## config.mk

```make
export PLATFORM = sky130hd
export DESIGN_NAME = cnnip_mem_arbiter
export DESIGN_NICKNAME = d
export VERILOG_FILES = /design/src/rtl/cnnip_mem_arbiter.sv
export SDC_FILE = /design/constraint.sdc
export NUM_CORES = 1
export LEC_CHECK = 0
export ABC_AREA = 1
export CORE_AREA = 2 2 153 155
export DETAILED_ROUTE_END_ITERATION = 6
export DIE_AREA = 0 0 155 157
export GPL_ROUTABILITY_DRIVEN = 0
export GPL_TIMING_DRIVEN = 0
export PLACE_DENSITY = 0.59
export SYNTH_ARGS = -nofsm -noshare
export SYNTH_HDL_FRONTEND = slang
export SYNTH_SLANG_ARGS = --single-unit
```

## constraint.sdc

```tcl
create_clock -name clk -period 9.3 [get_ports clk]
set_input_delay 1.86 -clock clk [delete_from_list [all_inputs] [get_ports clk]]
set_output_delay 1.86 -clock clk [all_outputs]
set_load 0.005 [all_outputs]
```

## src/rtl/cnnip_mem_arbiter.sv

```systemverilog
`default_nettype none
// ============================================================================
// Module   : cnnip_mem_arbiter
// Purpose  : Round-robin arbiter that lets NUM_PORTS requesters share one port
//            of a native block memory. Reads are fully pipelined at the
//            memory's READ_LATENCY. A tag pipeline routes each read response
//            back to the requester that issued it.
// Revision : 1.0 - initial release
// ----------------------------------------------------------------------------
// Ports (P = NUM_PORTS)
//   clk        in   1             single clock
//   arstz_aq   in   1             synchronous active-low reset
//   req_en     in   P             per-port access request
//   req_we     in   P             per-port write enable (1 = write)
//   req_addr   in   P*ADDR_WIDTH  per-port byte address
//   req_din    in   P*DATA_WIDTH  per-port write data
//   req_ready  out  P             combinational grant, one-hot or zero
//   rsp_valid  out  P             registered one-cycle read-data valid
//   rsp_dout   out  P*DATA_WIDTH  read data, only the addressed slice non-zero
//   busy       out  1             one or more reads in flight
//   mem_en     out  1             memory enable
//   mem_we     out  1             memory write enable
//   mem_addr   out  ADDR_WIDTH-2  memory word address
//   mem_din    out  DATA_WIDTH    memory write data
//   mem_dout   in   DATA_WIDTH    memory read data, READ_LATENCY after the read
// ============================================================================
module cnnip_mem_arbiter #(
   parameter int NUM_PORTS    = 4,
   parameter int ADDR_WIDTH   = 12,
   parameter int DATA_WIDTH   = 32,
   parameter int READ_LATENCY = 2
) (
   input  logic                             clk,
   input  logic                             arstz_aq,
   input  logic [NUM_PORTS-1:0]             req_en,
   input  logic [NUM_PORTS-1:0]             req_we,
   input  logic [NUM_PORTS*ADDR_WIDTH-1:0]  req_addr,
   input  logic [NUM_PORTS*DATA_WIDTH-1:0]  req_din,
   output logic [NUM_PORTS-1:0]             req_ready,
   output logic [NUM_PORTS-1:0]             rsp_valid,
   output logic [NUM_PORTS*DATA_WIDTH-1:0]  rsp_dout,
   output logic                             busy,
   output logic                             mem_en,
   output logic                             mem_we,
   output logic [ADDR_WIDTH-3:0]            mem_addr,
   output logic [DATA_WIDTH-1:0]            mem_din,
   input  logic [DATA_WIDTH-1:0]            mem_dout
);

   localparam int ID_W = $clog2(NUM_PORTS);

   logic [ID_W-1:0]         rr_ptr;
   logic                    grant_vld;
   logic [ID_W-1:0]         grant_id;
   logic [ID_W-1:0]         scan_idx;
   logic                    sel_we;
   logic [ADDR_WIDTH-1:0]   sel_addr;
   logic [DATA_WIDTH-1:0]   sel_din;
   logic                    unused_addr_lsbs;

   logic [READ_LATENCY-1:0] tag_vld;
   logic [ID_W-1:0]         tag_id [READ_LATENCY];

   // (base + k) mod NUM_PORTS without a divider; k is always < NUM_PORTS.
   function automatic logic [ID_W-1:0] wrap_idx(input logic [ID_W-1:0] base,
                                                input int              k);
      int s;
      s = int'(base) + k;
      if (s >= NUM_PORTS) begin
         s = s - NUM_PORTS;
      end
      return ID_W'(s);
   endfunction

   // ------------------------------------------------------------------------
   // Arbitration: first requester at or after rr_ptr, scanning upward.
   // Reset suppresses the grant so nothing is accepted while it is low.
   // ------------------------------------------------------------------------
   always_comb begin
      grant_vld = 1'b0;
      grant_id  = '0;
      scan_idx  = '0;
      for (int k = 0; k < NUM_PORTS; k++) begin
         scan_idx = wrap_idx(rr_ptr, k);
         if (!grant_vld && req_en[scan_idx]) begin
            grant_vld = 1'b1;
            grant_id  = scan_idx;
         end
      end
      if (!arstz_aq) begin
         grant_vld = 1'b0;
      end
   end

   // Grant decode and request mux; all memory fields are zero when idle.
   always_comb begin
      req_ready = '0;
      sel_we    = 1'b0;
      sel_addr  = '0;
      sel_din   = '0;
      for (int i = 0; i < NUM_PORTS; i++) begin
         if (grant_vld && (grant_id == ID_W'(i))) begin
            req_ready[i] = 1'b1;
            sel_we       = req_we[i];
            sel_addr     = req_addr[i*ADDR_WIDTH +: ADDR_WIDTH];
            sel_din      = req_din[i*DATA_WIDTH +: DATA_WIDTH];
         end
      end
   end

   assign mem_en   = grant_vld;
   assign mem_we   = sel_we;
   assign mem_addr = sel_addr[ADDR_WIDTH-1:2];
   assign mem_din  = sel_din;

   // Byte-lane bits are meaningless to a word-addressed memory.
   assign unused_addr_lsbs = ^sel_addr[1:0];

   // ------------------------------------------------------------------------
   // Round-robin pointer: moves just past the port that was served.
   // ------------------------------------------------------------------------
   always_ff @(posedge clk) begin
      if (!arstz_aq) begin
         rr_ptr <= '0;
      end else if (grant_vld) begin
         rr_ptr <= (grant_id == ID_W'(NUM_PORTS - 1)) ? '0 : grant_id + 1'b1;
      end
   end

   // ------------------------------------------------------------------------
   // Tag pipeline: one stage per cycle of memory latency, never stalls, so
   // the last stage lines up exactly with the cycle mem_dout is valid.
   // ------------------------------------------------------------------------
   always_ff @(posedge clk) begin
      if (!arstz_aq) begin
         tag_vld <= '0;
         for (int s = 0; s < READ_LATENCY; s++) begin
            tag_id[s] <= '0;
         end
      end else begin
         tag_vld[0] <= grant_vld & ~sel_we;
         tag_id[0]  <= grant_id;
         for (int s = 1; s < READ_LATENCY; s++) begin
            tag_vld[s] <= tag_vld[s-1];
            tag_id[s]  <= tag_id[s-1];
         end
      end
   end

   // ------------------------------------------------------------------------
   // Response register: steer captured read data to the issuing port only.
   // ------------------------------------------------------------------------
   always_ff @(posedge clk) begin
      if (!arstz_aq) begin
         rsp_valid <= '0;
         rsp_dout  <= '0;
      end else begin
         for (int i = 0; i < NUM_PORTS; i++) begin
            if (tag_vld[READ_LATENCY-1] && (tag_id[READ_LATENCY-1] == ID_W'(i))) begin
               rsp_valid[i]                        <= 1'b1;
               rsp_dout[i*DATA_WIDTH +: DATA_WIDTH] <= mem_dout;
            end else begin
               rsp_valid[i]                        <= 1'b0;
               rsp_dout[i*DATA_WIDTH +: DATA_WIDTH] <= '0;
            end
         end
      end
   end

   assign busy = (|tag_vld) | (|rsp_valid);

endmodule
`default_nettype wire

```

# ---- Word level (Yosys, flattened, before mapping)
# Memory sizes are Yosys's and may differ from the RTL's.
# Index checks and enable logic that the tools add are counted.
# W data, S select, Z words.
dict set report totals {
  ramBits 4
  memories 1
  output_inout_bits 181
  regBits 136
}
dict set report op_classes {
  eq_ne 6
  muxes 46
  n_addsub 8
  order_cmp 8
  bitwise 5
  n_reduce_logical 22
}
# memory depth word_bits read_ports rd_clocked_by_memory_dff write_ports line
set mem_list {}
lappend mem_list {tag_id 2 2 2 0 2 62} ;# logic [ID_W-1:0] tag_id [READ_LATENCY];
# cell n
set op_table {}
lappend op_table {{$mux W32} 4}
lappend op_table {{$mux W12} 4}
lappend op_table {{$mux W1} 23}
lappend op_table {{$mux W2} 11}
lappend op_table {{$lt A2 B3 Y1 const B} 4}
lappend op_table {{$logic_and A1 B1 Y1} 11}
lappend op_table {{$ge A3 B3 Y1 const B} 3}
lappend op_table {{$bmux W1 S2} 4}
lappend op_table {{$eq A2 B2 Y1 const B} 4}
lappend op_table {{$reduce_and A2 Y1} 4}
lappend op_table {{$sub A2 B1 Y2 const B} 4}
lappend op_table {{$add A2 B2 Y3 const B} 2}
lappend op_table {{$eq A2 B1 Y1 const B} 2}
lappend op_table {{$logic_not A2 Y1} 2}
lappend op_table {{$reduce_or A4 Y1} 1}
lappend op_table {{$add A2 B1 Y3 const B} 1}
lappend op_table {{$ge A2 B3 Y1 const B} 1}
lappend op_table {{$logic_not A1 Y1} 3}
lappend op_table {{$or A1 B1 Y1} 3}
lappend op_table {{$add A2 B1 Y2 const B} 1}
lappend op_table {{$reduce_or A2 Y1} 1}
lappend op_table {{$and A1 B1 Y1} 1}
lappend op_table {{$not A1 Y1} 1}

# ---- Depth between registers and ports, before layout
# Gate-level depths: netlist of run 1.
dict set report depth {
  word_depth 22
  ltp_mapped 19
  mapped_depth_nobuf 17
}

# ---- Worst setup path before layout of run 1
# Ideal clock, no wire load.
dict set report synth_path {
  path_kind {input to output}
  start {input req_en[3]}
  end {output mem_din[30]}
  slack_ns 3.535
  cell_stages 17
  t_arrival_ns 3.905
  path_buffers 3
  required_time_ns 7.440
  path_cell_list {inv_1 > nand2_1 > nand3_1 > nand2_1 > nor2_4 > nand3b_1 > nand2_1 > nand2_1 > inv_1 > ha_1 > clkbuf_1 > clkbuf_1 > buf_1 > nand4_1 > nand2_1 > a21oi_1 > nor2_1}
}
dict set report synth_via {
  elab_chain_cells 18
  elab_cells_between_ends 35
}
# item line
set synth_rtl {}
lappend synth_rtl {{from (decl)} 35} ;# input logic [NUM_PORTS-1:0] req_en,
lappend synth_rtl {{$bmux W1 S2} 85} ;# if (!grant_vld && req_en[scan_idx]) begin
lappend synth_rtl {{$mux W1 (implied by the code)} 85}
lappend synth_rtl {{$mux W1} 85}
lappend synth_rtl {{$logic_not A1 Y1} 85}
lappend synth_rtl {{$logic_and A1 B1 Y1} 85}
lappend synth_rtl {{$mux W1} 85}
lappend synth_rtl {{$logic_not A1 Y1} 85}
lappend synth_rtl {{$logic_and A1 B1 Y1} 85}
lappend synth_rtl {{$mux W1} 85}
lappend synth_rtl {{$logic_not A1 Y1} 85}
lappend synth_rtl {{$logic_and A1 B1 Y1} 85}
lappend synth_rtl {{$mux W2 *} 85}
lappend synth_rtl {{net grant_id[0]} 54} ;# logic [ID_W-1:0] grant_id;
lappend synth_rtl {{$logic_not A2 Y1} 102} ;# if (grant_vld && (grant_id == ID_W'(i))) begin
lappend synth_rtl {{$logic_and A1 B1 Y1} 102}
lappend synth_rtl {{$mux W32 (3 in a row)} 102}
lappend synth_rtl {{$mux W32 *} 102}
lappend synth_rtl {{to (decl)} 46} ;# output logic [DATA_WIDTH-1:0] mem_din,
# The timed path passes the listed nets; every way through them passes the cells marked *. The select of a mux whose other input is x is not followed.

# ---- Worst setup path in the final report of run 1
dict set report layout_path {
  start {input req_en[1]}
  end {output mem_din[24]}
}
# Same word-level chain as after synthesis.

==> results of run 1 <==
-- logic make-up after synthesis --
group | synth area share [%]
AOI/OAI and AO/OA | 4.04
adders and majority gates | 0.821
buffers and inverters | 11.6
DFF | 46.0
and+or+nand+nor | 37.6
-- worst paths after layout --
check	to	slack [ns]
setup / recovery	mem_din[24]	1.88
hold / removal	tag_id[0][3]	0.42
setup reg to reg	tag_vld[0]	6.34
hold reg to reg	tag_id[0][3]	0.42
-- state kept, by name, summed over array words and instances, names as in the netlist --
| signal | flops |
|---|---|
| rsp_valid | 4 |
| tag_id | 4 |
| rr_ptr | 2 |
| tag_vld | 2 |
| rsp_dout | 128 |
-- placed cells by master (no fill, tap or decap), types with 2 or more instances in the layout --
| cell type | synthesis | final |
|---|---|---|
| sky130_fd_sc_hd__nand2_1 | 170 | 170 |
| sky130_fd_sc_hd__clkinv_2 | 0 | 2 |
| sky130_fd_sc_hd__inv_8 | 0 | 4 |
| sky130_fd_sc_hd__buf_4 | 6 | 6 |
| sky130_fd_sc_hd__clkbuf_1 | 35 | 35 |
| sky130_fd_sc_hd__nor2_1 | 266 | 266 |
| sky130_fd_sc_hd__buf_6 | 7 | 7 |
| sky130_fd_sc_hd__inv_2 | 3 | 3 |
| sky130_fd_sc_hd__inv_1 | 97 | 97 |
| sky130_fd_sc_hd__nand4_1 | 89 | 89 |
| sky130_fd_sc_hd__ha_1 | 4 | 4 |
| sky130_fd_sc_hd__clkdlybuf4s50_1 | 0 | 390 |
| sky130_fd_sc_hd__a21oi_1 | 44 | 44 |
| sky130_fd_sc_hd__nand3_4 | 2 | 2 |
| sky130_fd_sc_hd__clkinvlp_4 | 0 | 2 |
| sky130_fd_sc_hd__diode_2 | 0 | 2 |
| sky130_fd_sc_hd__buf_1 | 3 | 3 |
| sky130_fd_sc_hd__bufinv_16 | 0 | 2 |
| sky130_fd_sc_hd__inv_6 | 0 | 4 |
| sky130_fd_sc_hd__clkbuf_16 | 0 | 17 |
| sky130_fd_sc_hd__buf_2 | 13 | 13 |
| sky130_fd_sc_hd__nand3_1 | 3 | 3 |
| sky130_fd_sc_hd__o21ai_1 | 2 | 2 |
| sky130_fd_sc_hd__dfxtp_1 | 140 | 140 |
-- critical path, delay by kind of cell --
family | cells | cell delay (ns)
AOI/OAI and AO/OA | 1 | 0.07
buffers and inverters | 6 | 2.27
and+or+nand+nor | 10 | 1.19
adders and majority gates | 1 | 0.16
-- synth_stat cells --
master	count
sky130_fd_sc_hd__a211oi_1	1
sky130_fd_sc_hd__o21ai_1	2
sky130_fd_sc_hd__buf_1	3
sky130_fd_sc_hd__inv_2	3
sky130_fd_sc_hd__nand2_1	170
sky130_fd_sc_hd__ha_1	4
sky130_fd_sc_hd__nor4_1	1
sky130_fd_sc_hd__buf_4	6
sky130_fd_sc_hd__buf_6	7
sky130_fd_sc_hd__buf_2	13
sky130_fd_sc_hd__clkbuf_1	35
sky130_fd_sc_hd__nand3_2	1
sky130_fd_sc_hd__nor2_4	1
sky130_fd_sc_hd__nand3_4	2
sky130_fd_sc_hd__or2_2	1
sky130_fd_sc_hd__and2_1	1
sky130_fd_sc_hd__nand3_1	3
sky130_fd_sc_hd__dfxtp_1	140
sky130_fd_sc_hd__nor2_1	266
sky130_fd_sc_hd__a21oi_1	44
sky130_fd_sc_hd__inv_1	97
sky130_fd_sc_hd__nand3b_1	1
sky130_fd_sc_hd__nand4_1	89
sky130_fd_sc_hd__o2111ai_1	1
-- area by class of cell --
class	instances	area [µm²]	area share (%)
Timing Repair Buffer	390	3900	35.6
Sequential cell	140	2800	25.6
Multi-Input combinational cell	588	2590	23.6
Clock buffer	17	425	3.88
Inverter	100	375	3.42
Tap cell	285	357	3.25
Buffer	64	332	3.02
Clock inverter	15	181	1.65
Antenna cell	2	5.00	0.0456
-- power by group through the flow --
stage | Combinational, µW | Clock [µW] | Sequential [µW]
3_5_place_dp | 1680 | 0 | 657
2_1_floorplan | 864 | 0 | 657
6_report | 1680 | 690 | 643
3_3_place_gp | 1680 | 0 | 656
5_1_grt | 1850 | 731 | 646
4_1_cts | 1690 | 704 | 643
-- stage by stage --
step / cell area [µm²] / setup slack (ns) / std cells / utilization (%) / total power (µW)
floorplan: 6100 / 3.53 / 892 / - / 1520
global placement: 10400 / 1.88 / 1567 / 46.0 / 2330
detailed placement: 10400 / 1.85 / 1567 / 46.0 / 2330
CTS: 11000 / 1.83 / 1599 / 48.7 / 3040
global route: 11000 / 1.49 / 1601 / 48.7 / 3230
finish: 11000 / 1.88 / 1601 / 48.7 / 3010
-- per-layer routing --
layer	GRT usage (%)	vias up
li1	-	3596
met4	6.83	2
met1	21.6	3132
met3	6.03	35
met2	38.4	316
met5	0	-
==> run metrics, run 1 <==
status finished clean; number of DRC markers after the initial detailed-route iteration 286; area share of the leading cell type in the synthesized netlist approximately 46%; R2R Path Start rr_ptr[1]; Worst slew margin 58.0%; clock sink total 140; core area 22500 µm²; Final min period between 7 and 8 ns; Worst IR Drop VDD about 150 µV; final total negative setup slack 0 ns; average footprint of a synthesized cell 6.84 µm²; unrepaired setup endpoints after global routing false; PortBufs between 300 and 400; type of the worst setup path primary input to output pin; type of element launching the critical path primary input; post-synthesis instance area 6100 µm²; max incr delay on CP roughly 0.53 ns; insertion delay to the later sink of the worst-skew pair between 0.4 and 0.5 ns; die height 157 µm; CTS root buf sky130_fd_sc_hd__clkbuf_16; met2 wirelength from detailed routing roughly 13000 µm; final number of max-transition violations 0; most numerous cell on the critical path sky130_fd_sc_hd__nand2_1; global router's overall resource usage between 20% and 30%; CTS Hold Bufs 0; number of top-level pins approximately 400; warning count from the yosys run 0; post-synthesis register bit count 140; most area-consuming cells after synthesis sky130_fd_sc_hd__dfxtp_1 (46%), sky130_fd_sc_hd__nor2_1 (16%), sky130_fd_sc_hd__nand2_1 (10%), sky130_fd_sc_hd__nand4_1 (9.1%), sky130_fd_sc_hd__inv_1 (6.0%); row count 55; ratio of routed vias to standard cells between 4 and 5; initial antenna violation count 3; DIE WIDTH about 160 µm; number of setup violations in the final report 0; required time at the endpoint of the critical path approximately 7.4 ns; share of synthesized area occupied by flip-flops and latches 46.0%; number of hold violations in the final report 0; gate count of the mapped netlist around 890; max cap viols 0; slowest stage cell on the critical path sky130_fd_sc_hd__clkdlybuf4s50_1; clock slew at the register clock pins of the worst setup and hold paths roughly 0.060 ns; cells traversed along the worst timing path clkdlybuf4s50_1, nand2_1, nand2_1, nand2_1, and2_1, nand3b_1, nand2_1, nand2_1, inv_1, ha_1, clkbuf_1, clkbuf_1, buf_1, nand4_1, nand2_1, a21oi_1, nor2_1, clkdlybuf4s50_1; maximum fanout count along the critical path 10; postcts setup bufs 0; Synthesized Nets approximately 1.1k; total overflow reported by the global router 0; total number of nets in the final design 1523; maximum buffer depth of the clock tree 2; clock skew after layout around 0.008 ns; number of resized instances in the post-cts repair step 0; wire length of the first global-routing pass 38300 µm; sequential fraction of design power 21.4%; CTS tree done; signal arrival time at the worst endpoint ~5.6 ns; met1 layer wirelength in the final routing between 9000 and 10000 µm; Combinational Power Share roughly 56%; Clk network pwr share approximately 23%; Initial Util roughly 27%; kind of path behind the tightest hold check register to register; number of design rule violations left after detail routing 0; part of the cycle the worst path needs about four fifths; count of distinct cell types in the synthesized netlist 24; Psw ~1200 µW; Max Clock Freq approximately 0.13 GHz; crit path from req_en[1]; fill cell total of the finished layout about 2.3k; Max Used Layer met5; cell depth of the worst hold path 2; total via count after detailed routing slightly above 7k; routed length per instance 15.8 µm; static leakage power 0.00506 µW; worst-case reg-to-reg path depth 18; Total Die Area roughly 24000 µm²; number of global-route vias before repair slightly above 7k; length of routed met3 wiring 2050 µm; sum of routed wire length over all layers about 25000 µm; Internal Power between 1500 and 2000 µW; maximum number of pins on one net before global-route repair 17; P per Cell Area ~270 nW/µm²; Final Hold Slack 0.419 ns; Detail Route Antenna Nets 0; element type at the critical path end output pin; critical hold path startpoint tag_id[0][1]; estimated wirelength of the detail-placed design between 20000 and 25000 µm; signed area change from the synthesized netlist to the final layout 79.9%; proportion of total power due to net switching between 30% and 40%; first-pass iteration count of the detailed router 5; number of H-tree levels 4; cell taking the most area after synthesis sky130_fd_sc_hd__dfxtp_1; measured slew at the worst slew-check pin between 0.6 and 0.7 ns; TritonCTS Buffers 17; share of layout cells above drive strength 1 ~5%
Power figures use the tool's default switching activity.
==> run 2: changes to the inputs <==
- CORE_AREA: 2 2 153 155 -> 2 2 154 156
- DIE_AREA: 0 0 155 157 -> 0 0 156 158
- PLACE_DENSITY: 0.59 -> 0.58
- clock period: 9.3 -> 7.2 ns (I/O delays scaled with it)
==> run 2 against run 1 <==
Against the previous run:
- via count fell by 1.1%
- die area is 1.3% higher
- global-route usage fell by 0.70 points
- register-to-register slack got worse by 2.1 ns
- highest routed layer is now met4
- core utilization fell by 1.2 points
==> run metrics, run 2 (synthesized netlist as in run 1, its figures left out) <==
number of H-tree levels 4 (unchanged); maximum number of pins on one net before global-route repair 17 (unchanged); reg-to-reg setup timing slack 4.24 ns (was 6.34 ns); final total negative setup slack 0 ns (unchanged); required time at the endpoint of the critical path 5.76 ns (was 7.44 ns); Total Die Area 24600 µm² (was 24300 µm²); cells traversed along the worst timing path clkdlybuf4s50_1, inv_1, nand2_1, nand3_1, nand2_1, nor2_4, nand3b_1, nand2_1, nand2_1, inv_1, ha_1, clkbuf_1, clkbuf_1, clkbuf_1, nand4_1, nand2_1, a21oi_1, nor2_1, clkdlybuf4s50_1 (was clkdlybuf4s50_1, nand2_1, nand2_1, nand2_1, and2_1, nand3b_1, nand2_1, nand2_1, inv_1, ha_1, clkbuf_1, clkbuf_1, buf_1, nand4_1, nand2_1, a21oi_1, nor2_1, clkdlybuf4s50_1); final number of max-transition violations 0 (unchanged); CTS tree done (unchanged); Detail Route Antenna Nets 0 (unchanged); most numerous cell on the critical path sky130_fd_sc_hd__nand2_1 (unchanged); signal arrival time at the worst endpoint 5.22 ns (was 5.56 ns); cell depth of the worst hold path 2 (unchanged); worst-case reg-to-reg path depth 19 (was 18); fill cell total of the finished layout 2358 (was 2259); Worst slew margin 60.2% (was 58.0%); number of design rule violations left after detail routing 0 (unchanged); number of setup violations in the final report 0 (unchanged); CTS Hold Bufs 0 (unchanged); endpoint of the worst register-to-register path tag_vld[0] (unchanged); wire length of the first global-routing pass 37200 µm (was 38300 µm); clock slew at the register clock pins of the worst setup and hold paths 0.06 ns (about the same); Final min period approximately 6.7 ns; part of the cycle the worst path needs between 90% and 100%; row count 56 (was 55); unrepaired setup endpoints after global routing false (unchanged); critical hold path startpoint tag_id[0][1] (unchanged); status finished clean (unchanged); ratio of routed vias to standard cells 4.37 (was 4.42); register name with the most flops rsp_dout (unchanged); Antenna Diode Count 0 (was 2); max incr delay on CP 0.53 ns (about the same); first-pass iteration count of the detailed router 5 (unchanged); die height 158 µm (was 157 µm); element type at the critical path end output pin (unchanged); critical path buffer and inverter count 7 (was 6); area of the multi-input gates 2590 µm² (unchanged); P per Cell Area 350 nW/µm² (was 274 nW/µm²); slowest stage cell on the critical path sky130_fd_sc_hd__clkdlybuf4s50_1 (unchanged); Layout Utilization 47.5% (was 48.7%); CTS root buf sky130_fd_sc_hd__clkbuf_16 (unchanged); clock sink total 140 (unchanged); postcts setup bufs 0 (unchanged); number of global-route vias before repair 6878 (was 7111); Worst IR Drop VDD 194 µV (was 153 µV); total via count after detailed routing 7006 (was 7081); type of the worst setup path primary input to output pin (unchanged); sum of routed wire length over all layers 25100 µm (was 25400 µm); R2R Path Start rr_ptr[1] (unchanged); routed length per instance 15.7 µm (was 15.8 µm); number of DRC markers after the initial detailed-route iteration 297 (was 286); share of layout cells above drive strength 1 5.02% (unchanged); insertion delay to the later sink of the worst-skew pair 0.41 ns (about the same); number of top-level pins 399 (unchanged); FF+latch area 2800 µm² (unchanged); TritonCTS Buffers 17 (unchanged); number of resized instances in the post-cts repair step 0 (unchanged); hold endpoint tag_id[0][3] (unchanged); estimated wirelength of the detail-placed design 20600 µm (about the same); core area 23100 µm² (was 22500 µm²); static leakage power 0.00504 µW (was 0.00506 µW); type of element launching the critical path primary input (unchanged); maximum fanout count along the critical path 10 (unchanged); total number of nets in the final design 1523 (unchanged); most frequent cells in the layout sky130_fd_sc_hd__clkdlybuf4s50_1 (390), sky130_fd_sc_hd__nor2_1 (266), sky130_fd_sc_hd__nand2_1 (170), sky130_fd_sc_hd__dfxtp_1 (140), sky130_fd_sc_hd__inv_1 (97) (unchanged); signed area change from the synthesized netlist to the final layout 79.6% (was 79.9%); kind of path behind the tightest hold check register to register (unchanged); cell class contributing the biggest share of worst-path delay buffers and inverters (unchanged); number of hold violations in the final report 0 (unchanged); measured slew at the worst slew-check pin 0.597 ns (was 0.630 ns); most common cell after layout, fill and taps aside sky130_fd_sc_hd__clkdlybuf4s50_1 (unchanged); total overflow reported by the global router 0 (unchanged); DIE WIDTH 156 µm (was 155 µm); initial antenna violation count 0 (was 3); largest registers in the final layout rsp_dout (128), rsp_valid (4), tag_id (4) (unchanged); Max Clock Freq 0.150 GHz; path length in cells of the critical path 19 (was 18); PortBufs 390 (unchanged); maximum buffer depth of the clock tree 2 (unchanged); Initial Util 26.4% (was 27.1%); number of flip-flops in the largest register 128 (unchanged); max cap viols 0 (unchanged); clock skew after layout 0.0109 ns (was 0.00803 ns); global router's overall resource usage 19.6% (was 20.3%)
## run 2: cell types whose count changed in the layout (fill, tap and decap cells not counted), sizes merged
| cell | delta |
|---|---|
| clkinvlp | +1 |
| clkinv | -2 |
| clkbuf | +1 |
| bufinv | -1 |
| inv | +1 |
| diode | -2 |
## run 2: worst min-delay path, cell delays in order, from the launching register on
cell and delay, ns:
sky130_fd_sc_hd__dfxtp_1 0.30, sky130_fd_sc_hd__nand2_1 0.05, sky130_fd_sc_hd__inv_1 0.05
## run 2: where the power goes
part | total, µW | internal [µW] | switching [µW]
Clock | 849 | 498 | 351
Sequential | 830 | 816 | 14.4
Combinational | 2150 | 1010 | 1140
Total | 3830 | 2320 | 1510
## run 2: cell type report
| cell class | instances | share of cell area [%] |
|---|---|---|
| inverters | 100 | 3.43 |
| clock buffers | 18 | 4.01 |
| clock inverters | 14 | 1.35 |
| well taps | 290 | 3.31 |
| flip-flops and latches | 140 | 25.6 |
| repair buffers | 390 | 35.6 |
| multi-input cells | 588 | 23.6 |
| plain buffers | 64 | 3.03 |
## run 2: worst max path at each step
stage	startpoint	end	slack, ns
2_1_floorplan	req_en[3]	mem_din[30]	2.27
3_3_place_gp	req_en[1]	mem_din[15]	0.49
3_5_place_dp	req_en[2]	mem_din[15]	0.47
4_1_cts	req_en[3]	mem_din[15]	0.47
5_1_grt	req_en[2]	mem_din[15]	0.14
6_report	req_en[2]	mem_din[15]	0.54
## run 2: layer usage
metal | wire (µm) | part of all wire, % | up-vias | track usage, %
met5 | 0 | 0 | - | 0
met4 | 284 | 1.1 | 0 | 4.24
met3 | 1900 | 7.6 | 16 | 5.50
met2 | 13200 | 52 | 286 | 37.5
met1 | 9780 | 39 | 3104 | 21.6
li1 | - | - | 3600 | -
## run 2: through the flow
stage	std cells	power [µW]	worst slack, ns	hold slack (ns)	instance area [µm²]
floorplan	892	1960	2.27	0.390	6100
global placement	1572	3010	0.488	0.395	10400
detailed placement	1572	3010	0.469	0.401	10400
CTS	1604	3870	0.468	0.429	11000
global route	1604	4140	0.140	0.443	11000
finish	1604	3830	0.537	0.423	11000
==> run 3: changes to the inputs <==
- PLACE_DENSITY: 0.58 -> not set
- PLACE_DENSITY_LB_ADDON: not set -> 0.08
- SETUP_SLACK_MARGIN: not set -> 0.02
==> run 3 against run 2 <==
Against the previous run:
- final cell count unchanged
- worst hold slack got worse by 0.0074 ns
- non-clock buffer count unchanged
==> run metrics, run 3 (synthesized netlist as in run 1, its figures left out) <==
most common cell after layout, fill and taps aside sky130_fd_sc_hd__clkdlybuf4s50_1 (unchanged); number of top-level pins 399 (unchanged); status finished clean (unchanged); number of setup violations in the final report 0 (unchanged); insertion delay to the later sink of the worst-skew pair 0.42 ns (was 0.41 ns); estimated wirelength of the detail-placed design 21500 µm (was 20600 µm); Detail Route Antenna Nets 0 (unchanged); CTS Hold Bufs 0 (unchanged); wire length of the first global-routing pass 39600 µm (was 37200 µm); part of the cycle the worst path needs 92.3% (was 92.5%); number of hold violations in the final report 0 (unchanged); PortBufs 390 (unchanged); total overflow reported by the global router 0 (unchanged); Worst slew margin 55.8% (was 60.2%); element type at the critical path end output pin (unchanged); largest registers in the final layout rsp_dout (128), rsp_valid (4), tag_id (4) (unchanged); maximum buffer depth of the clock tree 2 (unchanged); Total Die Area 24600 µm² (unchanged); TritonCTS Buffers 17 (unchanged); number of H-tree levels 4 (unchanged); routed length per instance 16.8 µm (was 15.7 µm); signal arrival time at the worst endpoint 5.20 ns (was 5.22 ns); P per Cell Area 355 nW/µm² (was 350 nW/µm²); Antenna Diode Count 0 (unchanged); initial antenna violation count 6 (was 0); post-route cell area 10900 µm² (was 11000 µm²); first-pass iteration count of the detailed router 4 (was 5); measured slew at the worst slew-check pin 0.662 ns (was 0.597 ns); kind of path behind the tightest hold check register to register (unchanged); maximum fanout count along the critical path 10 (unchanged); maximum number of pins on one net before global-route repair 17 (unchanged); area after detailed placement 10400 µm² (unchanged); CTS root buf sky130_fd_sc_hd__clkbuf_16 (unchanged); global router's overall resource usage 21.2% (was 19.6%); Final Hold Slack 0.415 ns (was 0.423 ns); max cap viols 0 (unchanged); Initial Util 26.4% (unchanged); sum of routed wire length over all layers 27000 µm (was 25100 µm); final number of max-transition violations 0 (unchanged); die height 158 µm (unchanged); core area 23100 µm² (unchanged); Worst IR Drop VDD 209 µV (was 194 µV); register name with the most flops rsp_dout (unchanged); number of resized instances in the post-cts repair step 0 (unchanged); number of design rule violations left after detail routing 0 (unchanged); Final min period 6.64 ns (was 6.66 ns); number of flip-flops in the largest register 128 (unchanged); row count 56 (unchanged); Layout Utilization 47.5% (about the same); postcts setup bufs 0 (unchanged); total via count after detailed routing 7002 (was 7006); unrepaired setup endpoints after global routing false (unchanged); final total negative setup slack 0 ns (unchanged); signed area change from the synthesized netlist to the final layout 79.5% (was 79.6%); fill cell total of the finished layout 2347 (was 2358); most frequent cells in the layout sky130_fd_sc_hd__clkdlybuf4s50_1 (390), sky130_fd_sc_hd__nor2_1 (266), sky130_fd_sc_hd__nand2_1 (170), sky130_fd_sc_hd__dfxtp_1 (140), sky130_fd_sc_hd__inv_1 (97) (unchanged); type of the worst setup path primary input to output pin (unchanged); number of global-route vias before repair 6918 (was 6878); Max Clock Freq 0.151 GHz (was 0.150 GHz); Design Power 3880 µW (was 3830 µW); DIE WIDTH 156 µm (unchanged); total number of nets in the final design 1523 (unchanged); share of layout cells above drive strength 1 4.95% (was 5.02%); clock skew after layout 0.0114 ns (was 0.0109 ns); ratio of routed vias to standard cells 4.37 (about the same); clock sink total 140 (unchanged); required time at the endpoint of the critical path 5.76 ns (about the same); static leakage power 0.00504 µW (about the same); number of DRC markers after the initial detailed-route iteration 277 (was 297); clock slew at the register clock pins of the worst setup and hold paths 0.06 ns (about the same); type of element launching the critical path primary input (unchanged); CTS tree done (unchanged)
-- run 3: cell types whose count changed in the layout (fill, tap and decap cells not counted), sizes merged --
cell      change
clkinvlp      -2
inv           -1
clkinv        +3
-- run 3: critical path, stage by stage --
cell	delay [ns]
sky130_fd_sc_hd__clkdlybuf4s50_1	0.51
sky130_fd_sc_hd__nand2_1	0.06
sky130_fd_sc_hd__nand2_1	0.10
sky130_fd_sc_hd__nand2_1	0.06
sky130_fd_sc_hd__and2_1	0.19
sky130_fd_sc_hd__nand3b_1	0.18
sky130_fd_sc_hd__nand2_1	0.08
sky130_fd_sc_hd__nand2_1	0.12
sky130_fd_sc_hd__inv_1	0.13
sky130_fd_sc_hd__ha_1	0.15
sky130_fd_sc_hd__clkbuf_1	0.23
sky130_fd_sc_hd__clkbuf_1	0.45
sky130_fd_sc_hd__buf_1	0.43
sky130_fd_sc_hd__nand4_1	0.17
sky130_fd_sc_hd__nand2_1	0.10
sky130_fd_sc_hd__a21oi_1	0.11
sky130_fd_sc_hd__nor2_1	0.17
sky130_fd_sc_hd__clkdlybuf4s50_1	0.52
-- run 3: final timing paths --
check / startpoint / endpoint / slack [ns] / cells past startpoint
setup / recovery: req_en[1] / mem_addr[0] / 0.56 / 18
hold reg to reg: tag_id[0][1] / tag_id[0][3] / 0.42 / 2
hold / removal: tag_id[0][1] / tag_id[0][3] / 0.42 / 2
setup reg to reg: rr_ptr[1] / tag_vld[0] / 4.22 / 18
-- run 3: routing by layer --
layer	GRT usage, %	part of all wire, %	up-vias	wire [µm]
li1	-	-	3596	-
met1	22.6	38	3071	10200
met2	39.1	51	286	13700
met3	8.27	9.5	39	2560
met4	5.81	1.7	10	464
met5	0	0.25	-	68
-- run 3: layout make-up --
type | count | area (µm²) | area share [%]
Multi-Input combinational cell | 588 | 2590 | 23.6
Sequential cell | 140 | 2800 | 25.6
Tap cell | 290 | 363 | 3.32
Clock buffer | 18 | 429 | 3.92
Timing Repair Buffer | 390 | 3900 | 35.7
Clock inverter | 14 | 150 | 1.37
Inverter | 100 | 375 | 3.43
Buffer | 64 | 332 | 3.03
-- run 3: per-stage QoR --
step | setup WS, ns | instances
finish | 0.557 | 1604
global placement | 0.560 | 1572
floorplan | 2.27 | 892
global route | 0.210 | 1604
detailed placement | 0.539 | 1572
CTS | 0.528 | 1604
-- run 3: report_power, final --
part           switching (µW)  total (µW)  internal [µW]
logic                    1190        2200           1010
registers                14.7         830            816
clock network             362         851            490
total                    1570        3880           2310
